$ cat src/rtl/mem_port_arbiter_pkg.sv
// Shared types and helpers for the byte-wide memory port arbiter.
// Latency: none (declarations only).
// Backpressure: none (declarations only).
package mem_port_arbiter_pkg;

    // mo_size encodings; 2'd3 falls through to a word access.
    localparam logic [1:0] SZ_BYTE = 2'd0;
    localparam logic [1:0] SZ_HALF = 2'd1;
    localparam logic [1:0] SZ_WORD = 2'd2;

    typedef enum logic [1:0] {
        ARB_IDLE  = 2'd0,
        ARB_READ  = 2'd1,
        ARB_WRITE = 2'd2,
        ARB_DONE  = 2'd3
    } arb_state_t;

    // Transaction owner codes, also used for the round-robin history bit.
    localparam logic OWN_IF = 1'b0;
    localparam logic OWN_MO = 1'b1;

    // IO space is selected by address bits [17:16] alone.
    function automatic logic is_io_addr(input logic [1:0] addr_hi, input logic [1:0] io_hi);
        return addr_hi == io_hi;
    endfunction

    // Number of RAM byte cycles needed for an access size.
    function automatic logic [2:0] size_to_len(input logic [1:0] size);
        case (size)
            SZ_BYTE: return 3'd1;
            SZ_HALF: return 3'd2;
            SZ_WORD: return 3'd4;
            default: return 3'd4;
        endcase
    endfunction

    function automatic logic [7:0] get_byte(input logic [31:0] word, input logic [1:0] idx);
        return word[{idx, 3'b000} +: 8];
    endfunction

endpackage

$ cat src/rtl/mem_port_arbiter.sv
// Round-robin arbiter sharing one byte-wide RAM/IO port between fetch and the memory operator.
// Latency: read done N+1 cycles after the grant edge, write done N cycles after (N = 1/2/4 bytes).
// Backpressure: rdy_in low freezes all state; IO-space writes hold while io_buffer_full is high.
//
// Ports:
//   clk_in, rst_in (sync, active high), rdy_in (global freeze), flush_pipline (aborts reads)
//   if_req/if_addr -> if_done/if_rdata            : instruction fetch, always a word read
//   mo_req/mo_we/mo_size/mo_addr/mo_wdata -> mo_done/mo_rdata : loads and stores
//   mem_din (1-cycle read latency), mem_dout, mem_a, mem_wr   : RAM/IO port
//   io_buffer_full                                : stalls IO-space writes
module mem_port_arbiter
    import mem_port_arbiter_pkg::*;
#(
    parameter int          ADDR_WIDTH   = 32,
    parameter logic [31:0] IO_ADDR_BASE = 32'h0003_0000
) (
    input  logic                  clk_in,
    input  logic                  rst_in,
    input  logic                  rdy_in,
    input  logic                  flush_pipline,
    input  logic                  if_req,
    input  logic [ADDR_WIDTH-1:0] if_addr,
    output logic                  if_done,
    output logic [31:0]           if_rdata,
    input  logic                  mo_req,
    input  logic                  mo_we,
    input  logic [1:0]            mo_size,
    input  logic [ADDR_WIDTH-1:0] mo_addr,
    input  logic [31:0]           mo_wdata,
    output logic                  mo_done,
    output logic [31:0]           mo_rdata,
    input  logic [7:0]            mem_din,
    output logic [7:0]            mem_dout,
    output logic [ADDR_WIDTH-1:0] mem_a,
    output logic                  mem_wr,
    input  logic                  io_buffer_full
);

    arb_state_t state_q, state_d;

    logic                  owner_q;
    logic                  we_q;
    logic                  last_grant_q;
    logic [ADDR_WIDTH-1:0] base_q;
    logic [ADDR_WIDTH-1:0] mem_a_q;
    logic [7:0]            mem_dout_q;
    logic [2:0]            len_q;
    logic [2:0]            iss_q;      // addresses issued so far (read) / current byte (write)
    logic [2:0]            rcv_q;      // bytes captured so far (read)
    logic [2:0]            iss_inc;
    logic [31:0]           wdata_q;
    logic [31:0]           asm_q;
    logic [31:0]           asm_next;

    logic grant_if;
    logic grant_mo;
    logic grant_any;
    logic wr_stall;
    logic rd_pend;
    logic rd_last;
    logic wr_last;
    logic done_fire;

    // A tie goes to whichever side did not win last time; flush blocks any grant.
    assign grant_if  = (state_q == ARB_IDLE) && !flush_pipline && if_req &&
                       (!mo_req || (last_grant_q == OWN_MO));
    assign grant_mo  = (state_q == ARB_IDLE) && !flush_pipline && mo_req &&
                       (!if_req || (last_grant_q == OWN_IF));
    assign grant_any = grant_if || grant_mo;

    assign wr_stall = io_buffer_full && is_io_addr(mem_a_q[17:16], IO_ADDR_BASE[17:16]);

    // With 1-cycle RAM latency a byte is in flight whenever more addresses were
    // issued than bytes captured; the final capture ends the read.
    assign rd_pend = (iss_q != rcv_q);
    assign rd_last = rd_pend && (rcv_q == (len_q - 3'd1));
    assign wr_last = (iss_q == (len_q - 3'd1));
    assign iss_inc = iss_q + 3'd1;

    always_comb begin
        asm_next = asm_q;
        asm_next[{rcv_q[1:0], 3'b000} +: 8] = mem_din;
    end

    always_ff @(posedge clk_in) begin
        if (rst_in) begin
            state_q <= ARB_IDLE;
        end else if (rdy_in) begin
            state_q <= state_d;
        end
    end

    always_comb begin
        state_d   = state_q;
        mem_wr    = 1'b0;
        done_fire = 1'b0;
        case (state_q)
            ARB_IDLE: begin
                if (grant_if) begin
                    state_d = ARB_READ;
                end else if (grant_mo) begin
                    state_d = mo_we ? ARB_WRITE : ARB_READ;
                end
            end
            ARB_READ: begin
                if (flush_pipline) begin
                    state_d = ARB_IDLE;
                end else if (rd_last) begin
                    state_d = ARB_DONE;
                end
            end
            ARB_WRITE: begin
                mem_wr = rdy_in && !wr_stall;
                if (!wr_stall && wr_last) begin
                    state_d = ARB_DONE;
                end
            end
            ARB_DONE: begin
                state_d = ARB_IDLE;
                // Gated by rdy_in so a frozen DONE still yields a single pulse.
                // A flush only cancels read completions; stores are already committed.
                done_fire = rdy_in && !(flush_pipline && !we_q);
            end
            default: state_d = ARB_IDLE;
        endcase
    end

    assign if_done  = done_fire && (owner_q == OWN_IF);
    assign mo_done  = done_fire && (owner_q == OWN_MO);
    assign mem_a    = mem_a_q;
    assign mem_dout = mem_dout_q;

    always_ff @(posedge clk_in) begin
        if (rst_in) begin
            owner_q      <= OWN_IF;
            we_q         <= 1'b0;
            last_grant_q <= OWN_MO;
            base_q       <= '0;
            mem_a_q      <= '0;
            mem_dout_q   <= '0;
            len_q        <= '0;
            iss_q        <= '0;
            rcv_q        <= '0;
            wdata_q      <= '0;
            asm_q        <= '0;
            if_rdata     <= '0;
            mo_rdata     <= '0;
        end else if (rdy_in) begin
            case (state_q)
                ARB_IDLE: begin
                    if (grant_any) begin
                        owner_q      <= grant_mo;
                        last_grant_q <= grant_mo;
                        we_q         <= grant_mo && mo_we;
                        base_q       <= grant_mo ? mo_addr : if_addr;
                        mem_a_q      <= grant_mo ? mo_addr : if_addr;
                        len_q        <= grant_mo ? size_to_len(mo_size) : 3'd4;
                        wdata_q      <= mo_wdata;
                        iss_q        <= '0;
                        rcv_q        <= '0;
                        asm_q        <= '0;
                        if (grant_mo && mo_we) begin
                            mem_dout_q <= mo_wdata[7:0];
                        end
                    end
                end
                ARB_READ: begin
                    if (!flush_pipline) begin
                        if (rd_pend) begin
                            asm_q <= asm_next;
                            rcv_q <= rcv_q + 3'd1;
                        end
                        if (rd_last) begin
                            if (owner_q == OWN_MO) begin
                                mo_rdata <= asm_next;
                            end else begin
                                if_rdata <= asm_next;
                            end
                        end
                        // The last address stays on the bus while its byte returns.
                        if (iss_q != len_q) begin
                            iss_q <= iss_inc;
                            if (iss_inc != len_q) begin
                                mem_a_q <= base_q + ADDR_WIDTH'(iss_inc);
                            end
                        end
                    end
                end
                ARB_WRITE: begin
                    if (!wr_stall && !wr_last) begin
                        iss_q      <= iss_inc;
                        mem_a_q    <= base_q + ADDR_WIDTH'(iss_inc);
                        mem_dout_q <= get_byte(wdata_q, iss_inc[1:0]);
                    end
                end
                default: ;
            endcase
        end
    end

endmodule

$ cat config.mk
export PLATFORM = sky130hd
export DESIGN_NAME = mem_port_arbiter
export DESIGN_NICKNAME = d
export VERILOG_FILES = /design/src/rtl/mem_port_arbiter_pkg.sv /design/src/rtl/mem_port_arbiter.sv
export SDC_FILE = /design/constraint.sdc
export NUM_CORES = 1
export LEC_CHECK = 0
export ABC_AREA = 1
export BUFFER_PORTS_ARGS = -buffer_cell sky130_fd_sc_hd__buf_2
export CAP_MARGIN = 10
export CORE_ASPECT_RATIO = 0.5
export CORE_MARGIN = 10
export CORE_UTILIZATION = 50
export CTS_BUF_LIST = sky130_fd_sc_hd__clkbuf_16
export CTS_CLUSTER_SIZE = 8
export DETAILED_ROUTE_END_ITERATION = 16
export PLACE_DENSITY = 0.83
export SYNTH_ARGS = -nofsm -noshare
export SYNTH_HDL_FRONTEND = slang
export SYNTH_SLANG_ARGS = --single-unit
$ cat constraint.sdc
create_clock -name clk_in -period 2.8 [get_ports clk_in]
set_clock_uncertainty 0.1 [all_clocks]
set_input_delay 0 -clock clk_in [delete_from_list [all_inputs] [get_ports clk_in]]
set_output_delay 0 -clock clk_in [all_outputs]
set_load 0.05 [all_outputs]
==> reports/metrics.csv <==
stage,metric,value,unit
grt,gr-usage-all-layers,24.1,%
drt,drcViolationCount,0,
clock_tree,cts.clk_slew.worst_paths,0.05,ns
min_path,hold_depth,6,
place,detailed_place_hpwl,23500,microns
finish,finish.net_count,2113,
worst_setup_path,criticalPathCategory,reg -> reg,
clock_tree,postCtsSetupBuffers,0,
grt,number_of_antenna_violations_at_the_first_check_in_global_routing,4,
sta,max-slew-margin-rel,45.7,%
finish,design_area,14200,sq um
grt,grt_max_degree,65,
place,gp_routability_congestion,0.905,
synth,yosysSeqAreaShare,39.5,%
worst_setup_path,r2r_cells,13,
drt,final_antenna_net_count,0,
sta,period_share,96.2,%
drt,vias,12200,
finish,flow.area_growth_from_synthesis,31.1,%
worst_setup_path,endpoint_kind,flop,
worst_setup_path,worstPathRequired,3.19,ns
clock_tree,tritoncts_num_sinks,214,
clock_tree,worst_skew_pair.late_latency,0.56,ns
min_path,critical_hold_path_startpoint,mo_addr[21],
place,port-buffer-count,220,
clock_tree,cts_inserted_buffers,30,
drt,avgViaCountPerCell,5.34,
clock_tree,cts_tree,built,
finish,drive_gt1_share,16.7,%
floorplanning,die_w,228,microns
sta,timing_worst_slew_pin_value,0.813,ns
sta,finalSetupViolations,0,
synth,synth-seq-cells,214,
grt,number_of_global_route_vias_before_repair,11600,
min_path,worst_hold_path.endpoint,mem_a[21],
drt,detail_route.wl_per_cell,15.9,microns
synth,ys_dominant_reg_cell,dfxtp_1,
drt,finalWirelength,36300,microns
sta,final_worst_path_period_need,2.69,ns
floorplanning,floorplan.rows,37,
synth,post_synth_num_cell_types,39,
place,postPlaceCellArea,12200,sq um
floorplanning,initial_utilization,51.9,%
worst_setup_path,worstReg2RegEnd,mem_a[28],
synth,number_of_enable_type_register_cells_in_the_synthesized_netlist,0,
power,comb_power_share,38.7,%
clock_tree,clock_path_buffers,3,
worst_setup_path,startpoint_type_of_the_worst_setup_path,flop,
place,placed_cells_incl_taps,2124,
flow_run,max_cap_violations,0,
power,power.switching,4.61,mW
clock_tree,cts.htree.levels,1,
floorplanning,floorplan.core_area,20900,sq um
power,power_per_cell_area,802,nW/um^2
floorplanning,die-area,28400,sq um
sta,hold_violations,0,
power,power.share.clock,27.9,%
synth,yosys_warnings,0,
floorplanning,ioPinCount,221,
grt,overflow,0,
min_path,hold_removal_path_class,in -> reg,
synth,asr_flop_ratio_synth,0,%
worst_setup_path,arrival,3.09,ns
power,seq_power_share,33.4,%
power,peakVddDrop,459,uV
finish,layout.cells.non_filler,2277,
finish,final_common_cell,nand2_1,
worst_setup_path,r2r_setup_slack,0.11,ns
floorplanning,chipHeight,124,microns
clock_tree,clock-root-buffer,clkbuf_16,
outcome,status,"finished, final reports clean",
power,cellLeakagePower,6.59,nW
power,p_sw_share,40.4,%
sta,fmax,371,MHz
finish,mostFrequentLayoutCells,"389 x nand2_1, 240 x nor2_1, 220 x buf_2",
synth,syn-cell-area,10900,sq um
synth,syn_inst,1666,
worst_setup_path,worstPathMaxFanout,20,
sta,fin_setup_tns,0,ns
power,intPower,6.81,mW
drt,detailedRoute.firstIterationViolations,1433,
synth,synth.avg_cell_area,6.52,sq um
synth,syn-num-nets,1798,
grt,grt_first_pass_wirelength,57500,microns
drt,firstDrtPassIters,6,
worst_setup_path,r2r-start,state_q[1],
sta,timing_max_transition_violations_final,0,
[power by group through the flow]
stage               Combinational, mW  Clock (mW)  Sequential (mW)
floorplan                        2.54           0             4.34
global placement                 4.01           0             3.84
detailed placement               4.08           0             3.85
CTS                              4.29        3.20             3.80
global route                     4.91        3.34             3.87
finish                           4.42        3.18             3.82
[how the worst max path moves through the flow]
stage / endpoint / depth (start not counted) / from / slack [ns]
2_1_floorplan: mem_a[20] / 14 / iss_q[1] / 0.33
3_3_place_gp: mem_a[31] / 14 / iss_q[0] / 0.38
3_5_place_dp: mem_a[31] / 14 / iss_q[0] / 0.31
4_1_cts: base_q[6] / 10 / state_q[0] / 0.08
5_1_grt: mem_a[28] / 13 / state_q[1] / -0.05
6_report: mem_a[28] / 13 / state_q[1] / 0.11
[state kept, by name, summed over array words and instances (netlist names)]
signal and flops:
asm_q 32, base_q 32, if_rdata 32, iss_q 3
last_grant_q 1, len_q 3, mem_a 32, mem_dout 8
mo_rdata 32, owner_q 1, rcv_q 3, state_q 2
wdata_q 32, we_q 1
[cell type report]
class	instances	area [sq um]
fill	1723	6690
tap	292	365
clock buffer	30	751
clock inverter	2	33.8
antenna	4	10.0
sequential	214	4290
inverter	209	785
multi-input combinational	1155	5440
timing repair buffer	371	2570
[metrics by stage]
step | total power, mW | util (%) | worst slack, ns | hold WS [ns]
3_3_place_gp | 7.85 | 58.5 | 0.377 | 0.154
4_1_cts | 11.3 | 67.8 | 0.0837 | 0.00471
6_report | 11.4 | 68.0 | 0.107 | 0.0337
3_5_place_dp | 7.93 | 58.5 | 0.313 | 0.165
2_1_floorplan | 6.88 | - | 0.331 | 0.0428
5_1_grt | 12.1 | 68.0 | -0.0496 | 0.0203
[logic make-up after synthesis]
| group | Yosys count | share of synthesized area (%) |
|---|---|---|
| fa+ha+maj | 18 | 2.14 |
| buf+inv | 297 | 10.6 |
| flops | 214 | 39.5 |
| xor+xnor | 9 | 0.726 |
| simple gates | 771 | 29.0 |
| mux | 1 | 0.0922 |
| compound gates | 356 | 18.0 |
[synthesized netlist by cell type (5+ instances only)]
cell | number | area, sq um
xnor2_1 | 5 | 43.8
nor2_1 | 243 | 912
dfxtp_1 | 214 | 4280
nand4_1 | 11 | 68.8
or2_2 | 21 | 131
clkbuf_1 | 54 | 203
inv_1 | 199 | 747
a22oi_1 | 18 | 135
o21ai_1 | 7 | 35.0
inv_2 | 6 | 22.5
a21boi_0 | 8 | 60.1
ha_1 | 17 | 213
nand3_1 | 93 | 465
nand2_1 | 391 | 1470
o21ai_0 | 161 | 806
a211oi_1 | 22 | 165
buf_2 | 28 | 140
o22ai_1 | 16 | 100
a21oi_1 | 114 | 571
[routing by layer]
metal / part of all wire, % / wire length, microns / global-route usage, %
met2: 47 / 17000 / 41.4
met3: 8.2 / 2960 / 5.31
met4: 5.0 / 1820 / 12.0
met1: 40 / 14600 / 28.8
met5: 0 / 0 / 0
[critical path: stages (launching register included)]
cell	delay, ns
dfxtp_1	0.34
inv_1	0.13
ha_2	0.22
nand4_2	0.17
buf_8	0.20
inv_1	0.08
buf_4	0.20
nand2_1	0.08
nand2_1	0.09
dlygate4sd3_1	0.61
nand2_1	0.11
nand2_1	0.13
nor2_1	0.05
nor2_1	0.10
[repair_timing]
action                     CTS  global route
hold endpoints to repair   159             0
hold buffers               117             0
resized for setup            0            12
setup endpoints to repair    0            29
Note: power is estimated with default switching activity, not from simulation.
